`config.mk`:
```
export PLATFORM = sky130hd
export DESIGN_NAME = full_stage_in_ctrl_flat
export DESIGN_NICKNAME = d
export VERILOG_FILES = /design/src/rtl/full_stage_in_ctrl_if.sv /design/src/rtl/full_stage_in_ctrl.sv /design/src/flat_wrapper.sv
export SDC_FILE = /design/constraint.sdc
export NUM_CORES = 1
export LEC_CHECK = 0
export CAP_MARGIN = 5
export CORE_ASPECT_RATIO = 0.9
export CORE_UTILIZATION = 45
export CTS_CLUSTER_DIAMETER = 100
export DETAILED_ROUTE_END_ITERATION = 8
export GPL_TIMING_DRIVEN = 0
export PLACE_DENSITY = 0.86
export SYNTH_ARGS = -nofsm -noshare
export SYNTH_HDL_FRONTEND = slang
export SYNTH_SLANG_ARGS = --single-unit
```
`constraint.sdc`:
```
create_clock -name clk -period 2.4 [get_ports clk]
set_clock_uncertainty 0.05 [all_clocks]
set_input_delay 0.36 -clock clk [delete_from_list [all_inputs] [get_ports clk]]
set_output_delay 0.36 -clock clk [all_outputs]
set_load 0.01 [all_outputs]
```
`src/rtl/full_stage_in_ctrl_if.sv`:
```
// Stream-in / memory-write / bank-handoff bundle for full_stage_in_ctrl.
// slave = the controller, master = the environment driving it.
interface full_stage_in_ctrl_if #(
  parameter int DATA_WIDTH = 32,
  parameter int ADDR_WIDTH = 7
);
  logic [DATA_WIDTH-1:0] in_data;
  logic                  in_vld;
  logic                  in_fst;
  logic                  in_rdy;
  logic [DATA_WIDTH-1:0] mem_wr_data;
  logic [ADDR_WIDTH-1:0] mem_wr_address;
  logic                  mem_wr_vld;
  logic                  frame_done;
  logic                  rd_vld;
  logic                  rd_bank;
  logic                  rd_release;
  logic                  err_restart;
  logic [7:0]            drop_count;

  modport slave (
    input  in_data, in_vld, in_fst, rd_release,
    output in_rdy, mem_wr_data, mem_wr_address, mem_wr_vld, frame_done,
           rd_vld, rd_bank, err_restart, drop_count
  );

  modport master (
    output in_data, in_vld, in_fst, rd_release,
    input  in_rdy, mem_wr_data, mem_wr_address, mem_wr_vld, frame_done,
           rd_vld, rd_bank, err_restart, drop_count
  );
endinterface

```
`src/rtl/full_stage_in_ctrl.sv`:
```
// Receive side of a stage stream: frames words on fst, writes them into a
// ping-pong input memory and hands completed banks to the stage core.
module full_stage_in_ctrl #(
  parameter int DATA_WIDTH = 32,
  parameter int ADDR_WIDTH = 7,
  parameter int FRAME_LEN  = 48   // 1 .. 2**(ADDR_WIDTH-1)
) (
  input  logic                 clk,
  input  logic                 reset,   // async, active low
  full_stage_in_ctrl_if.slave  bus
);
  localparam int IW = ADDR_WIDTH - 1;
  localparam logic [IW-1:0] LAST = IW'(FRAME_LEN - 1);

  typedef enum logic {IDLE, FILL} state_t;

  state_t                state;
  logic [IW-1:0]         idx;
  logic                  wr_bank;
  logic                  rd_bank_q;
  logic [1:0]            full_cnt;
  logic [7:0]            drop_q;
  logic                  rdy_q;
  logic                  rd_vld_q;
  logic                  wr_vld_q;
  logic [DATA_WIDTH-1:0] wr_data_q;
  logic [ADDR_WIDTH-1:0] wr_addr_q;
  logic                  done_q;
  logic                  err_q;

  logic                  accept;
  logic                  wr_en;
  logic [IW-1:0]         wr_idx;
  logic                  restart;
  logic                  drop;
  logic                  complete;
  logic                  release_ok;
  logic [1:0]            full_nxt;

  // rdy is a flop so upstream never sees a path from vld/fst back to rdy
  assign accept = bus.in_vld & rdy_q;

  // Decode what the accepted word does this cycle
  always_comb begin
    wr_en   = 1'b0;
    wr_idx  = idx;
    restart = 1'b0;
    drop    = 1'b0;
    if (accept) begin
      if (state == IDLE) begin
        if (bus.in_fst) begin
          wr_en  = 1'b1;
          wr_idx = '0;
        end else begin
          drop = 1'b1;
        end
      end else begin
        wr_en = 1'b1;
        if (bus.in_fst) begin
          // fst mid-frame: restart the frame in the same bank
          wr_idx  = '0;
          restart = 1'b1;
        end
      end
    end
    complete   = wr_en && (wr_idx == LAST);
    release_ok = bus.rd_release && (full_cnt != 2'd0);
    full_nxt   = full_cnt + {1'b0, complete} - {1'b0, release_ok};
  end

  // Frame FSM, bank bookkeeping and registered outputs
  always_ff @(posedge clk or negedge reset) begin
    if (!reset) begin
      state     <= IDLE;
      idx       <= '0;
      wr_bank   <= 1'b0;
      rd_bank_q <= 1'b0;
      full_cnt  <= 2'd0;
      drop_q    <= 8'd0;
      rdy_q     <= 1'b0;
      rd_vld_q  <= 1'b0;
      wr_vld_q  <= 1'b0;
      wr_data_q <= '0;
      wr_addr_q <= '0;
      done_q    <= 1'b0;
      err_q     <= 1'b0;
    end else begin
      if (complete) begin
        state <= IDLE;
        idx   <= '0;
      end else if (wr_en) begin
        state <= FILL;
        idx   <= wr_idx + 1'b1;
      end
      wr_bank   <= wr_bank ^ complete;
      rd_bank_q <= rd_bank_q ^ release_ok;
      full_cnt  <= full_nxt;
      if (drop && drop_q != 8'hFF) drop_q <= drop_q + 8'd1;
      rdy_q     <= (full_nxt != 2'd2);
      rd_vld_q  <= (full_cnt != 2'd0);
      wr_vld_q  <= wr_en;
      if (wr_en) begin
        wr_data_q <= bus.in_data;
        wr_addr_q <= {wr_bank, wr_idx};
      end
      done_q <= complete;
      err_q  <= restart;
    end
  end

  assign bus.in_rdy         = rdy_q;
  assign bus.mem_wr_vld     = wr_vld_q;
  assign bus.mem_wr_data    = wr_data_q;
  assign bus.mem_wr_address = wr_addr_q;
  assign bus.frame_done     = done_q;
  assign bus.rd_vld         = rd_vld_q;
  assign bus.rd_bank        = rd_bank_q;
  assign bus.err_restart    = err_q;
  assign bus.drop_count     = drop_q;
endmodule

```
`src/flat_wrapper.sv`:
```
// flat-port wrapper written by rule: the top's interface ports become plain ports
module full_stage_in_ctrl_flat 
#(
  parameter int DATA_WIDTH = 32,
  parameter int ADDR_WIDTH = 7,
  parameter int FRAME_LEN  = 48                            
)
  (clk, reset, bus_in_data, bus_in_vld, bus_in_fst, bus_rd_release, bus_in_rdy, bus_mem_wr_data, bus_mem_wr_address, bus_mem_wr_vld, bus_frame_done, bus_rd_vld, bus_rd_bank, bus_err_restart, bus_drop_count);
  full_stage_in_ctrl_if #(.DATA_WIDTH(DATA_WIDTH), .ADDR_WIDTH(ADDR_WIDTH)) bus_i ();
  input  logic clk;
  input  logic reset;
  input wire logic [$bits(bus_i.in_data)-1:0] bus_in_data;
  input wire logic [$bits(bus_i.in_vld)-1:0] bus_in_vld;
  input wire logic [$bits(bus_i.in_fst)-1:0] bus_in_fst;
  input wire logic [$bits(bus_i.rd_release)-1:0] bus_rd_release;
  output wire logic [$bits(bus_i.in_rdy)-1:0] bus_in_rdy;
  output wire logic [$bits(bus_i.mem_wr_data)-1:0] bus_mem_wr_data;
  output wire logic [$bits(bus_i.mem_wr_address)-1:0] bus_mem_wr_address;
  output wire logic [$bits(bus_i.mem_wr_vld)-1:0] bus_mem_wr_vld;
  output wire logic [$bits(bus_i.frame_done)-1:0] bus_frame_done;
  output wire logic [$bits(bus_i.rd_vld)-1:0] bus_rd_vld;
  output wire logic [$bits(bus_i.rd_bank)-1:0] bus_rd_bank;
  output wire logic [$bits(bus_i.err_restart)-1:0] bus_err_restart;
  output wire logic [$bits(bus_i.drop_count)-1:0] bus_drop_count;
  assign bus_i.in_data = bus_in_data;
  assign bus_i.in_vld = bus_in_vld;
  assign bus_i.in_fst = bus_in_fst;
  assign bus_i.rd_release = bus_rd_release;
  assign bus_in_rdy = bus_i.in_rdy;
  assign bus_mem_wr_data = bus_i.mem_wr_data;
  assign bus_mem_wr_address = bus_i.mem_wr_address;
  assign bus_mem_wr_vld = bus_i.mem_wr_vld;
  assign bus_frame_done = bus_i.frame_done;
  assign bus_rd_vld = bus_i.rd_vld;
  assign bus_rd_bank = bus_i.rd_bank;
  assign bus_err_restart = bus_i.err_restart;
  assign bus_drop_count = bus_i.drop_count;
  full_stage_in_ctrl #(.DATA_WIDTH(DATA_WIDTH), .ADDR_WIDTH(ADDR_WIDTH), .FRAME_LEN(FRAME_LEN)) u_core (.clk(clk), .reset(reset), .bus(bus_i));
endmodule
```
==> out/results.tsv <==
stage	metric	value	unit
route	viasPerCell	4.91	
clock_network	cts_buffers	9	
clock_network	clockBufferDepth	2	
floorplanning	die-width	82.7	um
global_route	first_global_vias	2010	
timing	post-route-min-period	2.26	ns
clock_network	cts_resized	0	
floorplanning	design.die.area	0.00618	mm^2
yosys	synth_most_common_cell	nand2_1	
layout	drive_gt1_share	9.29	%
global_route	grt_pass1_wl	8940	um
clock_network	cts_tree	built	
layout	fin_cells	436	
power_and_ir_drop	internal_power	0.00265	W
clock_network	htree_num_levels	3	
status	status	finished clean	
setup_path	reg2reg_setup_slack	0.28	ns
global_route	grt_use_met2	31.1	%
route	wl_per_cell	13.0	um
timing	hold_viol_final	0	
floorplanning	die_h	74.7	um
floorplanning	io_pins	90	
route	antenna_left	0	
clock_network	cts.sinks	63	
floorplanning	core_area	0.00566	mm^2
floorplanning	initial_core_util	46.6	%
yosys	synth_cells	261	
route	drtIter0Drc	80	
yosys	yosys_warnings	0	
yosys	synthTopCellsByCount	108 x nand2_1, 63 x dfrtp_1, 9 x xnor2_1	
global_route	globalRouteMet3Util	7.76	%
global_route	use_met1	25.0	%
power_and_ir_drop	power_switching	0.00117	W
place	io_buffers	88	
layout	regArea	0.00158	mm^2
yosys	synth_cell_types	42	
power_and_ir_drop	switching_share	30.7	%
yosys	synth_area_leaders	dfrtp_1 60%, nand2_1 15%, xnor2_1 3.0%	
yosys	ys_seq_area_share	59.7	%
setup_path	required	2.54	ns
setup_path	path_cells	clkdlybuf4s50_1 -> nand3_1 -> and2_1 -> ha_1 -> nand4b_2 -> nor3_4 -> o211ai_1	
yosys	syn_nets	301	
power_and_ir_drop	power_density	999	mW/mm^2
layout	area_growth	45.2	%
timing	max_freq	443	MHz
timing	rsz0062_at_grt	false	
timing	setup_tns	0	ns
power_and_ir_drop	power_frac_seq	40.9	%
place	dp_cells	420	
place	gp_congestion	0.771	
global_route	antenna_found_initial	0	
setup_path	worstSetupPathType	in2reg	
place	hpwl	4110	um
clock_network	hold_buffers	0	
layout	multi_input_area	996	um^2
floorplanning	row_count	26	
setup_path	worstSetupEndpointType	flip-flop	
timing	slew_viol_final	0	
clock_network	clkLatencyLatePin	0.32	ns
setup_path	cp.arrival	2.39	ns
yosys	syn_area_per_cell	10.1	um^2
clock_network	clk_pin_slew	0.06	ns
hold_path	hold_path_class	in2async	
global_route	grt-ovfl-total	0	
power_and_ir_drop	comb_power_share	34.9	%
timing	worst_pin_slew	0.671	ns
route	first_pass_iters	4	
yosys	ys_seq_elements	63	
yosys	synth_top_area_cell	dfrtp_1	
route	drc	0	
timing	max_slew_margin	55.3	%
power_and_ir_drop	p_clk_share	24.2	%
yosys	yosys_most_used_dff	dfrtp_1	
clock_network	root_buffer	clkbuf_8	
yosys	synth_top_area_share	59.7	%
power_and_ir_drop	p_leak	1.84	nW
route	vias	2141	
layout	fin_util	67.7	%
setup_path	slowest_delay	0.52	ns
setup_path	cpMaxStageDelayCell	clkdlybuf4s50_1	
power_and_ir_drop	peakVddDrop	0.000584	V
timing	setup_viol	0	
yosys	async_reset_ff_share	100	%
timing	holdWs	0.0207	ns
yosys	synth-edff-count	0	
layout	diodes	0	
flow_run	cap_violations	0	
route	wl	5690	um
layout	layout.nets	401	
setup_path	worst-path-max-fanout	8	
global_route	busiest_layer	met2	
layout	fillCellCount	433	
timing	finalCritPeriodShare	94.0	%
setup_path	cp-start-kind	input pin	
global_route	grt_max_degree	37	
global_route	grt_use_total	19.6	%
yosys	syn-cell-area	0.00264	mm^2
clock_network	cts_setup_buffers	0	
## critical path: cells and delay by family
kind | cells | cell delay [ns]
and+or+nand+nor | 4 | 1.09
adders and majority gates | 1 | 0.26
AOI/OAI and AO/OA | 1 | 0.16
buffers and inverters | 1 | 0.52
## power by group through the flow
stage / logic [W] / registers (W) / clock network (W)
floorplan: 0.000519 / 0.00167 / 0
global placement: 0.00130 / 0.00157 / 0
detailed placement: 0.00134 / 0.00158 / 0
CTS: 0.00135 / 0.00156 / 0.000954
global route: 0.00148 / 0.00160 / 0.00101
finish: 0.00133 / 0.00157 / 0.000927
## logic make-up (layout without fill, tap and decap cells)
| group | count (synthesis) | count (layout) | synth area share [%] |
|---|---|---|---|
| AOI/OAI and AO/OA | 27 | 27 | 7.49 |
| adders and majority gates | 3 | 3 | 1.42 |
| muxes | 3 | 3 | 1.23 |
| xor gates and xnor gates | 11 | 11 | 3.65 |
| DFF | 63 | 63 | 59.7 |
| buffers and inverters | 13 | 118 | 2.56 |
| and+or+nand+nor | 141 | 141 | 23.9 |
## layout make-up
cell class | count | area share (%)
clock inverters | 3 | 1.04
clock buffers | 13 | 4.41
multi-input cells | 185 | 26.0
flip-flops and latches | 63 | 41.1
plain buffers | 10 | 1.47
inverters | 3 | 0.294
well taps | 70 | 2.29
repair buffers | 89 | 23.4
## through the flow
step	instance area (um^2)	power [W]	setup WS, ns
after floorplan	2640	0.00219	0.576
after global placement	3610	0.00287	-1.11
after detailed placement	3620	0.00292	-0.154
after CTS	3830	0.00387	0.178
after global routing	3830	0.00409	0.0571
final	3830	0.00383	0.144
## cell usage in the layout (no fill, tap or decap), types with 2 or more instances in the layout
master             n
nand2_1          108
clkdlybuf4s50_1   87
dfrtp_1           63
clkbuf_8          12
xnor2_1            9
nor2_1             7
buf_2              7
and2_1             5
and3_1             4
a21oi_1            4
a22o_1             4
o21ai_0            4
nand3_1            3
clkbuf_1           3
a2bb2oi_1          3
o211ai_1           3
ha_1               3
inv_1              2
xor2_1             2
nand4_1            2
o2111ai_1          2
and4_1             2
o21ai_1            2
clkinv_2           2
## routing by layer
metal	vias to the layer above	wire length, um
met3	8	354
met5	-	0
met4	0	72
li1	1061	-
met1	1004	2600
met2	68	2660
## worst paths after layout
| check | cells past startpoint | from | to |
|---|---|---|---|
| worst max-delay path | 7 | bus_in_vld | u_core.idx[5] |
| min in group clk | 2 | bus_in_fst | u_core.bus.mem_wr_address[3] |
| worst max register to register | 6 | u_core.bus.in_rdy | u_core.idx[5] |
| worst min register to register | 2 | u_core.bus.mem_wr_data[15] | u_core.bus.mem_wr_data[15] |
| max in group asynchronous | 2 | reset | u_core.bus.mem_wr_address[6] |
| worst min-delay path | 1 | reset | u_core.bus.mem_wr_address[3] |
## flip-flops by register name, summed over array words and instances (netlist names)
name and cells:
u_core.state 1, u_core.idx 6, u_core.bus.in_rdy 1, u_core.full_cnt 2
u_core.bus.frame_done 1, u_core.bus.err_restart 1, u_core.wr_bank 1, u_core.bus.mem_wr_vld 1
u_core.bus.rd_bank 1, u_core.bus.mem_wr_address 7, u_core.bus.rd_vld 1, u_core.bus.mem_wr_data 32
u_core.bus.drop_count 8
No activity file was read; power rests on OpenSTA's default activity.
